$ cat config.mk
export PLATFORM = sky130hd
export DESIGN_NAME = booth_mult_seq
export DESIGN_NICKNAME = d
export VERILOG_FILES = /design/src/rtl/booth_pkg.sv /design/src/rtl/booth_radix4_digit.sv /design/src/rtl/booth_mult_seq.sv
export SDC_FILE = /design/constraint.sdc
export NUM_CORES = 1
export LEC_CHECK = 0
export BUFFER_PORTS_ARGS = -buffer_cell sky130_fd_sc_hd__buf_2
export CAP_MARGIN = 0
export CORE_MARGIN = 8
export CORE_UTILIZATION = 40
export CTS_BUF_LIST = sky130_fd_sc_hd__clkbuf_4
export CTS_CLUSTER_DIAMETER = 200
export DETAILED_ROUTE_END_ITERATION = 12
export GPL_TIMING_DRIVEN = 0
export MAX_ROUTING_LAYER = met4
export PLACE_DENSITY_LB_ADDON = 0.1
export SYNTH_ARGS = -nofsm -noshare
export SYNTH_HDL_FRONTEND = slang
export SYNTH_HIERARCHICAL = 1
export SYNTH_SLANG_ARGS = --single-unit
$ cat constraint.sdc
create_clock -name clk -period 9.3 [get_ports clk]
set_input_delay 0.93 -clock clk [delete_from_list [all_inputs] [get_ports clk]]
set_output_delay 0.93 -clock clk [all_outputs]
set_load 0.01 [all_outputs]
$ cat src/rtl/booth_pkg.sv
// Shared types and width helpers for the radix-4 Booth multiplier.
//   state_e    : control FSM states
//   digit_op_e : decoded Booth digit operation
//   digit_count/acc_width : derived sizes for an N-bit operand
package booth_pkg;

  typedef enum logic [1:0] {IDLE, CALC, DONE} state_e;

  typedef enum logic [2:0] {ZERO, POS1, POS2, NEG1, NEG2} digit_op_e;

  // Extended operand is N+2 bits, so there are (N+2)/2 = N/2+1 digits.
  function automatic int unsigned digit_count(input int unsigned n);
    return n / 2 + 1;
  endfunction

  // Room for the largest shifted partial product plus sign headroom.
  function automatic int unsigned acc_width(input int unsigned n);
    return 2 * n + 4;
  endfunction

endpackage

$ cat src/rtl/booth_radix4_digit.sv
// Combinational radix-4 Booth digit: decodes a multiplier triplet and
// forms the (W+1)-bit signed partial product of the extended multiplicand.
// Negative digits are returned as the one's complement plus cin_c = 1.
//   triplet : {B[2i+1], B[2i], B[2i-1]}
//   a_ext   : multiplicand extended to W bits
//   pp_c    : partial product before the carry-in
//   cin_c   : carry-in completing the two's-complement negation
module booth_radix4_digit
  import booth_pkg::*;
#(
  parameter int unsigned W = 18
) (
  input  logic [2:0]   triplet,
  input  logic [W-1:0] a_ext,
  output logic [W:0]   pp_c,
  output logic         cin_c
);

  digit_op_e  op;
  logic [W:0] a1;
  logic [W:0] a2;

  // Triplet to digit decode.
  always_comb begin
    op = ZERO;
    unique case (triplet)
      3'b001, 3'b010: op = POS1;
      3'b011:         op = POS2;
      3'b100:         op = NEG2;
      3'b101, 3'b110: op = NEG1;
      default:        op = ZERO;
    endcase
  end

  // 2A is widened before any later shift so its sign bit is kept.
  assign a1 = {a_ext[W-1], a_ext};
  assign a2 = {a_ext, 1'b0};

  // Partial-product select.
  always_comb begin
    pp_c  = '0;
    cin_c = 1'b0;
    unique case (op)
      POS1: pp_c = a1;
      POS2: pp_c = a2;
      NEG1: begin pp_c = ~a1; cin_c = 1'b1; end
      NEG2: begin pp_c = ~a2; cin_c = 1'b1; end
      default: begin pp_c = '0; cin_c = 1'b0; end
    endcase
  end

endmodule

$ cat src/rtl/booth_mult_seq.sv
// Iterative radix-4 Booth multiplier, one digit per clock, with valid/ready
// handshakes on operands and product. Signed or unsigned per transaction.
// Optional macro BOOTH_EARLY_TERM_EN: finish as soon as the remaining
// multiplier digits are all zero (same results, shorter latency).
//   clk, rst              : clock, synchronous active-high reset
//   in_valid/in_ready     : operand handshake (in_ready = state is IDLE)
//   multiplicand, multiplier, is_signed : operands and mode
//   out_valid/out_ready   : product handshake
//   product               : low 2N bits of A*B
//   busy                  : state is not IDLE
module booth_mult_seq
  import booth_pkg::*;
#(
  parameter int unsigned N = 16,
  parameter int unsigned W = N + 2
) (
  input  logic           clk,
  input  logic           rst,
  input  logic           in_valid,
  output logic           in_ready,
  input  logic [N-1:0]   multiplicand,
  input  logic [N-1:0]   multiplier,
  input  logic           is_signed,
  output logic           out_valid,
  input  logic           out_ready,
  output logic [2*N-1:0] product,
  output logic           busy
);

  localparam int unsigned DIGITS = digit_count(N);
  localparam int unsigned ACC_W  = acc_width(N);
  localparam int unsigned CNT_W  = $clog2(DIGITS);
  localparam int unsigned LAST   = DIGITS - 1;
  localparam int unsigned PP_W   = W + 1;

  state_e             state_q, state_d;
  logic [W-1:0]       a_q, a_d;
  logic [W:0]         b_q, b_d;      // {B_ext, B[-1]}, shifted right 2 per digit
  logic [ACC_W-1:0]   acc_q, acc_d;
  logic [CNT_W-1:0]   cnt_q, cnt_d;
  logic [2*N-1:0]     product_q, product_d;
  logic               out_valid_q, out_valid_d;

  logic [PP_W-1:0]    pp;
  logic               cin;
  logic [CNT_W:0]     shamt;
  logic [ACC_W-1:0]   pp_ext;
  logic [ACC_W-1:0]   acc_sum;
  logic               done_digit;

  booth_radix4_digit #(.W(W)) u_digit (
    .triplet (b_q[2:0]),
    .a_ext   (a_q),
    .pp_c    (pp),
    .cin_c   (cin)
  );

  // Sign-extend, weight by 4^i, and accumulate with the negation carry.
  always_comb begin
    shamt   = {cnt_q, 1'b0};
    pp_ext  = {{(ACC_W-PP_W){pp[PP_W-1]}}, pp};
    acc_sum = acc_q + (pp_ext << shamt) + (ACC_W'(cin) << shamt);
  end

`ifdef BOOTH_EARLY_TERM_EN
  // Remaining triplets are all 000 or 111 when the unconsumed bits match.
  logic rest_uniform;
  assign rest_uniform = (b_q[W:2] == '0) || (&b_q[W:2]);
  assign done_digit   = (cnt_q == CNT_W'(LAST)) || rest_uniform;
`else
  assign done_digit   = (cnt_q == CNT_W'(LAST));
`endif

  // Next-state, datapath and handshake control.
  always_comb begin
    state_d     = state_q;
    a_d         = a_q;
    b_d         = b_q;
    acc_d       = acc_q;
    cnt_d       = cnt_q;
    product_d   = product_q;
    out_valid_d = out_valid_q;
    unique case (state_q)
      IDLE: begin
        if (in_valid) begin
          a_d     = is_signed ? {{(W-N){multiplicand[N-1]}}, multiplicand}
                              : {{(W-N){1'b0}}, multiplicand};
          b_d     = is_signed ? {{(W-N){multiplier[N-1]}}, multiplier, 1'b0}
                              : {{(W-N){1'b0}}, multiplier, 1'b0};
          acc_d   = '0;
          cnt_d   = '0;
          state_d = CALC;
        end
      end
      CALC: begin
        acc_d = acc_sum;
        b_d   = {b_q[W], b_q[W], b_q[W:2]};
        cnt_d = cnt_q + CNT_W'(1);
        if (done_digit) begin
          product_d   = acc_sum[2*N-1:0];
          out_valid_d = 1'b1;
          state_d     = DONE;
        end
      end
      DONE: begin
        if (out_ready) begin
          out_valid_d = 1'b0;
          state_d     = IDLE;
        end
      end
      default: state_d = IDLE;
    endcase
  end

  // State and datapath registers.
  always_ff @(posedge clk) begin
    if (rst) begin
      state_q     <= IDLE;
      a_q         <= '0;
      b_q         <= '0;
      acc_q       <= '0;
      cnt_q       <= '0;
      product_q   <= '0;
      out_valid_q <= 1'b0;
    end else begin
      state_q     <= state_d;
      a_q         <= a_d;
      b_q         <= b_d;
      acc_q       <= acc_d;
      cnt_q       <= cnt_d;
      product_q   <= product_d;
      out_valid_q <= out_valid_d;
    end
  end

  assign in_ready  = (state_q == IDLE);
  assign busy      = (state_q != IDLE);
  assign out_valid = out_valid_q;
  assign product   = product_q;

endmodule

# Word-level counts from Yosys, hierarchy flattened
# Index checks and enable logic that the tools add are counted.
classes:
  add_sub_neg: 3
  eq_ne: 16
  shift: 2
  n_mux: 18
  n_bitwise: 3
  n_reduce_logical: 13
ops:
  columns: ["op", "n"]
  rows:
  - ["$pmux 19 s4", 1]
  - ["$add 36x36->36", 2]
  - ["$pmux 36 s2", 1]
  - ["$mux 19", 2]
  - ["$not 19->19", 2]
  - ["$pmux 19 s2", 1]
  - ["$mux 36", 1]
  - ["$shl 1x5->36", 1]
  - ["$shl 36x5->36", 1]
  - ["$mux 18", 1]
  - ["$eq 3x2->1 const B", 4]
  - ["$eq 3x3->1 const B", 4]
  - ["$pmux 3 s4", 1]
  - ["$reduce_and 3->1", 3]
  - ["$pmux 4 s2", 1]
  - ["$eq 3x1->1 const B", 2]
  - ["$mux 2", 3]
  - ["$ne 2x2->1 const B", 3]
  - ["$pmux 2 s3", 1]
  - ["$reduce_and 2->1", 3]
  - ["$reduce_bool 2->1", 3]
  - ["$reduce_or 2->1", 3]
  - ["$add 4x1->4 const B", 1]
  - ["$eq 4x4->1 const B", 1]
  - ["7 further kinds", 9]
word_totals:
  ff_bits: 112
  input_bits: 37
  wordCells: 63

# Depth between registers and ports, before layout
# Gate-level depths: netlist (run 1).
logic_depth:
  depth_word: 9
  depth_mapped: 22
  ltp_nobuf: 18

# Cells and area by module
# The synthesis (run 1) kept the hierarchy.
modules_own_cells:
  columns: ["mod", "instances", "cells_each", "area_each_um2", "seq_area_each_um2"]
  rows:
  - ["booth_mult_seq", 1, 990, 7577.3, 2142.1]
  - ["booth_radix4_digit", 1, 71, 650.6, 0.0]

# Worst setup path before layout (run 1)
# No wires, ideal clock.
synth_path:
  path_kind: "register -> register"
  startpoint: "register b_q[2]"
  endpoint: "register acc_q[27]"
  arrival_ps: 4342
  required_ps: 9183
  path_slack_ps: 4841
  stages_incl_launch_ff: 22
  n_path_buf: 4
  synth_period_minus_slack_ps: 4459
  path_cell_list: "dfxtp_1 > buf_6 > or3b_1 > buf_6 > buf_8 > o221ai_2 > mux2_2 > nor2_1 > a21oi_1 > mux2i_1 > or2_2 > fa_1 > inv_1 > ha_1 > buf_2 > a21oi_1 > o21ai_0 > o21ai_0 > o211ai_1 > a311o_1 > xor2_1 > a22o_1"
synth_between:
  elab_chain_cells: 9
  elab_cells_between_ends: 21
synth_lines:
  columns: ["element", "line_no", "text"]
  rows:
  - ["from (decl)", "booth_mult_seq.sv:38", "logic [W:0] b_q, b_d;"]
  - ["from (signal assigned)", "booth_mult_seq.sv:120", "b_q <= '0;"]
  - ["from (signal assigned)", "booth_mult_seq.sv:128", "b_q <= b_d;"]
  - ["$eq 3x3->1 (tied with other cells)", "booth_radix4_digit.sv:26", "unique case (triplet)"]
  - ["$reduce_or 2->1", "booth_radix4_digit.sv:26", null]
  - ["$pmux 3 s4 (*)", "booth_radix4_digit.sv:26", null]
  - ["$eq 3x3->1 (tied with other cells)", "booth_radix4_digit.sv:43", "unique case (op)"]
  - ["$pmux 19 s4 (*)", "booth_radix4_digit.sv:43", null]
  - ["named net pp[10]", "booth_mult_seq.sv:44", "logic [PP_W-1:0] pp;"]
  - ["$shl 36x5->36 (*)", "booth_mult_seq.sv:62", "acc_sum = acc_q + (pp_ext << shamt) + (ACC_W'(cin) << shamt);"]
  - ["$add 36x36->36 (*) (2 in a row)", "booth_mult_seq.sv:62", null]
  - ["$pmux 36 s2 (*)", "booth_mult_seq.sv:83", "unique case (state_q)"]
  - ["to (signal assigned)", "booth_mult_seq.sv:121", "acc_q <= '0;"]
  - ["to (signal assigned)", "booth_mult_seq.sv:129", "acc_q <= acc_d;"]
  - ["to (decl)", "booth_mult_seq.sv:39", "logic [ACC_W-1:0] acc_q, acc_d;"]
# Mark *: on every way through the listed nets, which the timed path passes. The rest lies on a longest branch.
# A chain may end at the register's enable or synchronous reset.

# Worst setup path after layout (run 1)
layout_path:
  startpoint: "register b_q[2]"
  endpoint: "register acc_q[31]"
# The elaborated chain is that of the path after synthesis.

==> results.cfg, run 1 <==
[timing]
finalHoldViolations = 0
finalClockSkew_ns = 0.0341
fin_crit_sh_pct = 62.4
tightest_slew_ns = 1.05
finalSetupViolCount = 0
finalCriticalPeriod_ns = 5.80
slew_headroom_pct = 29.0
setup_ws_ns = 3.50
rsz0062_at_grt = false
slew_violations = 0
fin_setup_tns_ns = 0
max_freq_mhz = 172

[die]
design.die.area_um2 = 25400
fp.dieH_um = 159
die_w_um = 159
core_um2 = 20200
ios = 72
rows = 52
start_util_pct = 40.7

[logic_synthesis]
synth.area.top_cells = dfxtp_1, nand2_1, ha_1, a21oi_1, xnor2_1
avgSynthCellArea_um2 = 7.75
synth_nets = 1162
synth_area_um2 = 8230
synth_largest_area_cell = dfxtp_1
ys_async_sr_fraction_pct = 0
synth_top_area_share_pct = 26.0
ys_seq_area_share_pct = 26.0
ys_warn_count = 6
ys.flop_type = dfxtp_1
ys_seq_elements = 107
yosys.cell_types.count = 69
synth-edff-count = 0
syn-instance-count = 1061

[run]
drv_cap = 0

[placed_design]
place_ws_ns = 3.75
detailed_place.area_um2 = 8920
place_hpwl_um = 21600
gp_congestion = 0.932
io_buffers = 70

[cts]
postCtsHoldBufs = 0
cts_setup_buffers = 0
clk_pin_slew_ns = 0.22
cts_sinks = 107
root_buffer = clkbuf_4
clk_latency_ns = 0.52
cts-resized-gates = 0
cts_tree = done
cts_max_path_buffers = 2
h-tree-depth = 3
numCtsBuffers = 9

[cells_and_area]
areaGrowthSynthToFinish_pct = 10.4
fillers = 2159
ff_latch_area_um2 = 2140
layout.nets = 1243
drive_gt1_share_pct = 11.6
final_area_um2 = 9080
multiInputGateArea_um2 = 5500

[min_path]
hold_path_class = reg -> reg

[routing]
final_antenna_net_count = 0
drt_iter0_markers = 647
via_count = 8131
drt-total-wl_um = 27400
viasPerCell = 5.73
drc = 0
dr.pass1.iters = 6
post_drt_wl_per_cell_um = 19.3

[worst_setup_path]
cp_data_required_time_ns = 9.71
start_kind = flip-flop
cp.arrival_ns = 6.21
crit_fanout = 10
end_kind = flip-flop
critical_path_class = reg -> reg

[pwr]
ir_drop_mv = 0.0819
powerDensity_nw_per_um2 = 129
power.leakage_nw = 3.78

[global_route]
grt_max_degree = 23
grt_pass1_wl_um = 43800
grt_usage_pct = 22.0
grt_remaining_overflow = 0
grt_antenna_before_repair = 2
grt_pass1_vias = 7793

[status]
outcome = finished clean
## state kept, by name (all words and copies together) (netlist names)
| signal | cells |
|---|---|
| acc_q | 32 |
| product | 32 |
| b_q | 19 |
| a_q | 17 |
| cnt_q | 4 |
| state_q | 2 |
| out_valid | 1 |
## worst max-delay path: stages, from the launching register on
cell,delay [ns]
dfxtp_1,0.48
buf_6,0.19
or3b_1,0.37
buf_6,0.15
o221ai_1,0.31
mux2i_1,0.14
o21ai_0,0.68
mux2i_1,0.20
or2_2,0.38
fa_1,0.52
inv_1,0.05
ha_1,0.26
buf_2,0.18
nand2_1,0.09
nor3_1,0.30
nand2_1,0.09
o211ai_1,0.60
o221a_2,0.40
xor2_1,0.08
a22o_1,0.19
## cell usage after synthesis, types with 3 or more instances
master and n:
a211o_1 4, a211oi_1 16, a21boi_0 3, a21o_1 19, a21oi_1 103, a22o_1 20
a22oi_1 3, a311oi_1 19, a31oi_1 12, and2_1 4, and3_1 7, buf_1 12
buf_2 10, clkbuf_1 59, dfxtp_1 107, fa_1 17, ha_1 47, inv_1 59
mux2_2 8, mux2i_1 20, mux4_2 4, nand2_1 163, nand2b_1 7, nand3_1 39
nand4_1 11, nand4b_1 18, nor2_1 76, nor2b_1 11, nor3_1 26, o211ai_1 7
o21ai_0 31, o221ai_1 11, o221ai_2 10, o22ai_1 3, or4_1 4, xnor2_1 39
xor2_1 10
## cell families (layout without fill, tap and decap cells)
group | Yosys count | after routing | share of synthesized area (%)
and+or+nand+nor | 379 | 379 | 21.4
xor gates and xnor gates | 49 | 49 | 5.22
adders and majority gates | 64 | 64 | 11.3
DFF | 107 | 107 | 26.0
other | 0 | 2 | 0
muxes | 32 | 32 | 4.62
AOI/OAI and AO/OA | 285 | 285 | 24.3
buffers and inverters | 145 | 231 | 7.13
## layout by cell type, fill, tap and decap left out, drive strengths merged, types with 10 or more instances in the layout
| cell type | synthesis | layout |
|---|---|---|
| nand2 | 163 | 163 |
| dfxtp | 107 | 107 |
| a21oi | 103 | 103 |
| buf | 26 | 96 |
| nor2 | 76 | 76 |
| clkbuf | 59 | 68 |
| inv | 59 | 61 |
| ha | 47 | 47 |
| nand3 | 39 | 39 |
| xnor2 | 39 | 39 |
| o21ai | 32 | 32 |
| nor3 | 26 | 26 |
| o221ai | 21 | 21 |
| mux2i | 20 | 20 |
| a22o | 20 | 20 |
| a21o | 19 | 19 |
| a311oi | 19 | 19 |
| nand4b | 18 | 18 |
| fa | 17 | 17 |
| a211oi | 16 | 16 |
| a31oi | 14 | 14 |
| nor2b | 11 | 11 |
| nand4 | 11 | 11 |
| xor2 | 10 | 10 |
## final cells by class
type	count	share of cell area (%)
buffer	85	3.98
tap	270	3.72
clock buffer	9	0.744
clock inverter	7	1.02
multi-input combinational	809	60.6
inverter	60	2.48
sequential	107	23.6
antenna	2	0.0551
timing repair buffer	70	3.86
## report_power, final
group          internal [mW]  switching [mW]  leakage (nW)
combinational          0.144           0.269          2.83
sequential             0.481          0.0170         0.871
clock                 0.0665           0.197        0.0797
## per-stage QoR
step / std cells / power, mW / hold WS [ns] / utilization (%)
floorplan: 1061 / 0.795 / 0.425 / -
global placement: 1401 / 0.916 / 0.442 / 44.1
detailed placement: 1401 / 0.915 / 0.444 / 44.1
CTS: 1417 / 1.18 / 0.466 / 44.9
global route: 1419 / 1.25 / 0.495 / 44.9
finish: 1419 / 1.17 / 0.470 / 44.9
## layer usage
metal	part of all wire [%]	global-route usage, %
met4	1.2	4.12
met1	48	30.2
met2	45	34.0
met5	0	-
met3	6.5	3.44
## path summary, 6_finish.rpt
check              startpoint     endpoint  slack [ns]  depth (start not counted)
setup / recovery       b_q[2]    acc_q[31]        3.50                         19
hold / removal    product[22]  product[22]        0.47                          2
setup reg to reg       b_q[2]    acc_q[31]        3.50                         19
hold reg to reg   product[22]  product[22]        0.47                          2
No activity file was read; power rests on OpenSTA's default activity.
==> run 2: changes to the inputs <==
clock period = 5.1 ns   (was 9.3 ns; I/O delays follow)
==> run 2 against run 1 <==
Design area up 2.9%; sequential cell count did not move; clock skew fell by 0.0011 ns; combinational power grew 92%; global-route usage hardly changed; critical path depth grew 1; non-clock buffer count rose by 3; maximum frequency up 18%; sequential share of layout area down 0.59 points; critical endpoint is now product[21].
==> results.cfg, run 2 (synthesized netlist as in run 1, its figures left out) <==
[die]
fp.dieH_um = 159
rows = 52
ios = 72
start_util_pct = 40.7
design.die.area_um2 = 25400
core_um2 = 20200
die_w_um = 159

[min_path]
hold_path_class = in -> reg

[cts]
clk_latency_ns = 0.52
h-tree-depth = 3
cts_sinks = 107
root_buffer = clkbuf_4
numCtsBuffers = 9
cts_tree = done
cts_max_path_buffers = 2
clk_pin_slew_ns = 0.22

[routing]
drc = 0
drt_iter0_markers = 612
final_antenna_net_count = 0
viasPerCell = 5.73
dr.pass1.iters = 5
drt-total-wl_um = 27700
post_drt_wl_per_cell_um = 19.5
via_count = 8153

[cells_and_area]
fillers = 2146
layout.nets = 1246
final_area_um2 = 9340
final_cell_mix = nand2_1, dfxtp_1, a21oi_1
areaGrowthSynthToFinish_pct = 13.5
drive_gt1_share_pct = 15.7
final_common_cell = nand2_1

[timing]
finalCriticalPeriod_ns = 4.93
slew_headroom_pct = 44.8
setup_ws_ns = 0.168
fin_setup_tns_ns = 0
finalSetupViolCount = 0
finalClockSkew_ns = 0.0331
fin_crit_sh_pct = 96.7
tightest_slew_ns = 0.827
hold_ws_ns = 0.206
slew_violations = 0
rsz0062_at_grt = true
max_freq_mhz = 203
finalHoldViolations = 0

[status]
outcome = finished clean

[global_route]
grt_pass1_vias = 7804
grt_usage_pct = 22.1
grt_remaining_overflow = 0
grt_max_degree = 23
grt_antenna_before_repair = 2
grt_pass1_wl_um = 43900

[worst_setup_path]
end_kind = flip-flop
critical_path_class = reg -> reg
start_kind = flip-flop
crit_fanout = 10
cp_data_required_time_ns = 5.52
cp.arrival_ns = 5.36

[placed_design]
gp_congestion = 0.932
place_ws_ns = -0.451
place_hpwl_um = 21600
io_buffers = 70
detailed_place.area_um2 = 8920

[pwr]
powerDensity_nw_per_um2 = 234
power.leakage_nw = 3.85
ir_drop_mv = 0.155

[run]
drv_cap = 0
==> run 2: layout make-up <==
type                            instances  area [µm²]  area share [%]
Inverter                               60         225            2.41
Buffer                                 81         352            3.76
Antenna cell                            2        5.00          0.0536
Clock inverter                          7        92.6           0.991
Timing Repair Buffer                   77         403            4.31
Clock buffer                            9        67.6           0.723
Sequential cell                       107        2150            23.0
Tap cell                              270         338            3.62
Multi-Input combinational cell        809        5710            61.1
==> run 2: final timing paths <==
kind	cells after the start	to	slack [ns]	start
hold reg to reg	2	product[22]	0.47	product[22]
hold / removal	3	b_q[2]	0.21	multiplier[1]
setup / recovery	20	product[21]	0.17	b_q[2]
setup reg to reg	20	product[21]	0.17	b_q[2]
==> run 2: stage by stage <==
stage	cells	total power [mW]	util, %
finish	1422	2.19	46.2
global route	1422	2.32	46.2
CTS	1419	2.16	45.1
detailed placement	1401	1.67	44.1
global placement	1401	1.67	44.1
floorplan	1061	1.45	-
==> run 2: power by group <==
part,total (mW),internal [mW],leakage [nW],switching (mW)
clock,0.480,0.121,0.0797,0.359
combinational,0.796,0.283,2.89,0.513
sequential,0.910,0.877,0.872,0.0326
total,2.19,1.28,3.85,0.905
==> run 2: layer usage <==
metal / vias to the layer above / part of all wire (%) / GRT usage [%] / routed length [µm]
met2: 250 / 45 / 34.2 / 12400
met1: 3911 / 48 / 30.0 / 13400
met5: - / 0 / - / 0
met3: 28 / 5.9 / 3.90 / 1630
li1: 3964 / - / - / -
met4: 0 / 1.2 / 3.77 / 344
==> run 2: worst max-delay path: stages, from the launching register on <==
cell	delay, ns
dfxtp_4	0.42
buf_6	0.16
or3b_1	0.37
buf_6	0.15
buf_8	0.15
o221ai_2	0.24
mux2i_1	0.16
nor2_2	0.18
buf_4	0.14
nand2_1	0.05
o21ai_1	0.19
nand2b_1	0.17
fa_1	0.53
inv_1	0.05
ha_2	0.40
and3_1	0.21
a211oi_1	0.07
o21ai_1	0.56
a21bo_2	0.27
nor4_1	0.06
a211o_1	0.29
==> run 2: what timing repair did <==
| item | CTS | global route |
|---|---|---|
| gates cloned | 0 | 0 |
| buffers inserted | 3 | 4 |
| resized for setup | 12 | 49 |
| pin swaps | 3 | 10 |
| hold buffers | 0 | 0 |
| setup endpoints to repair | 27 | 31 |
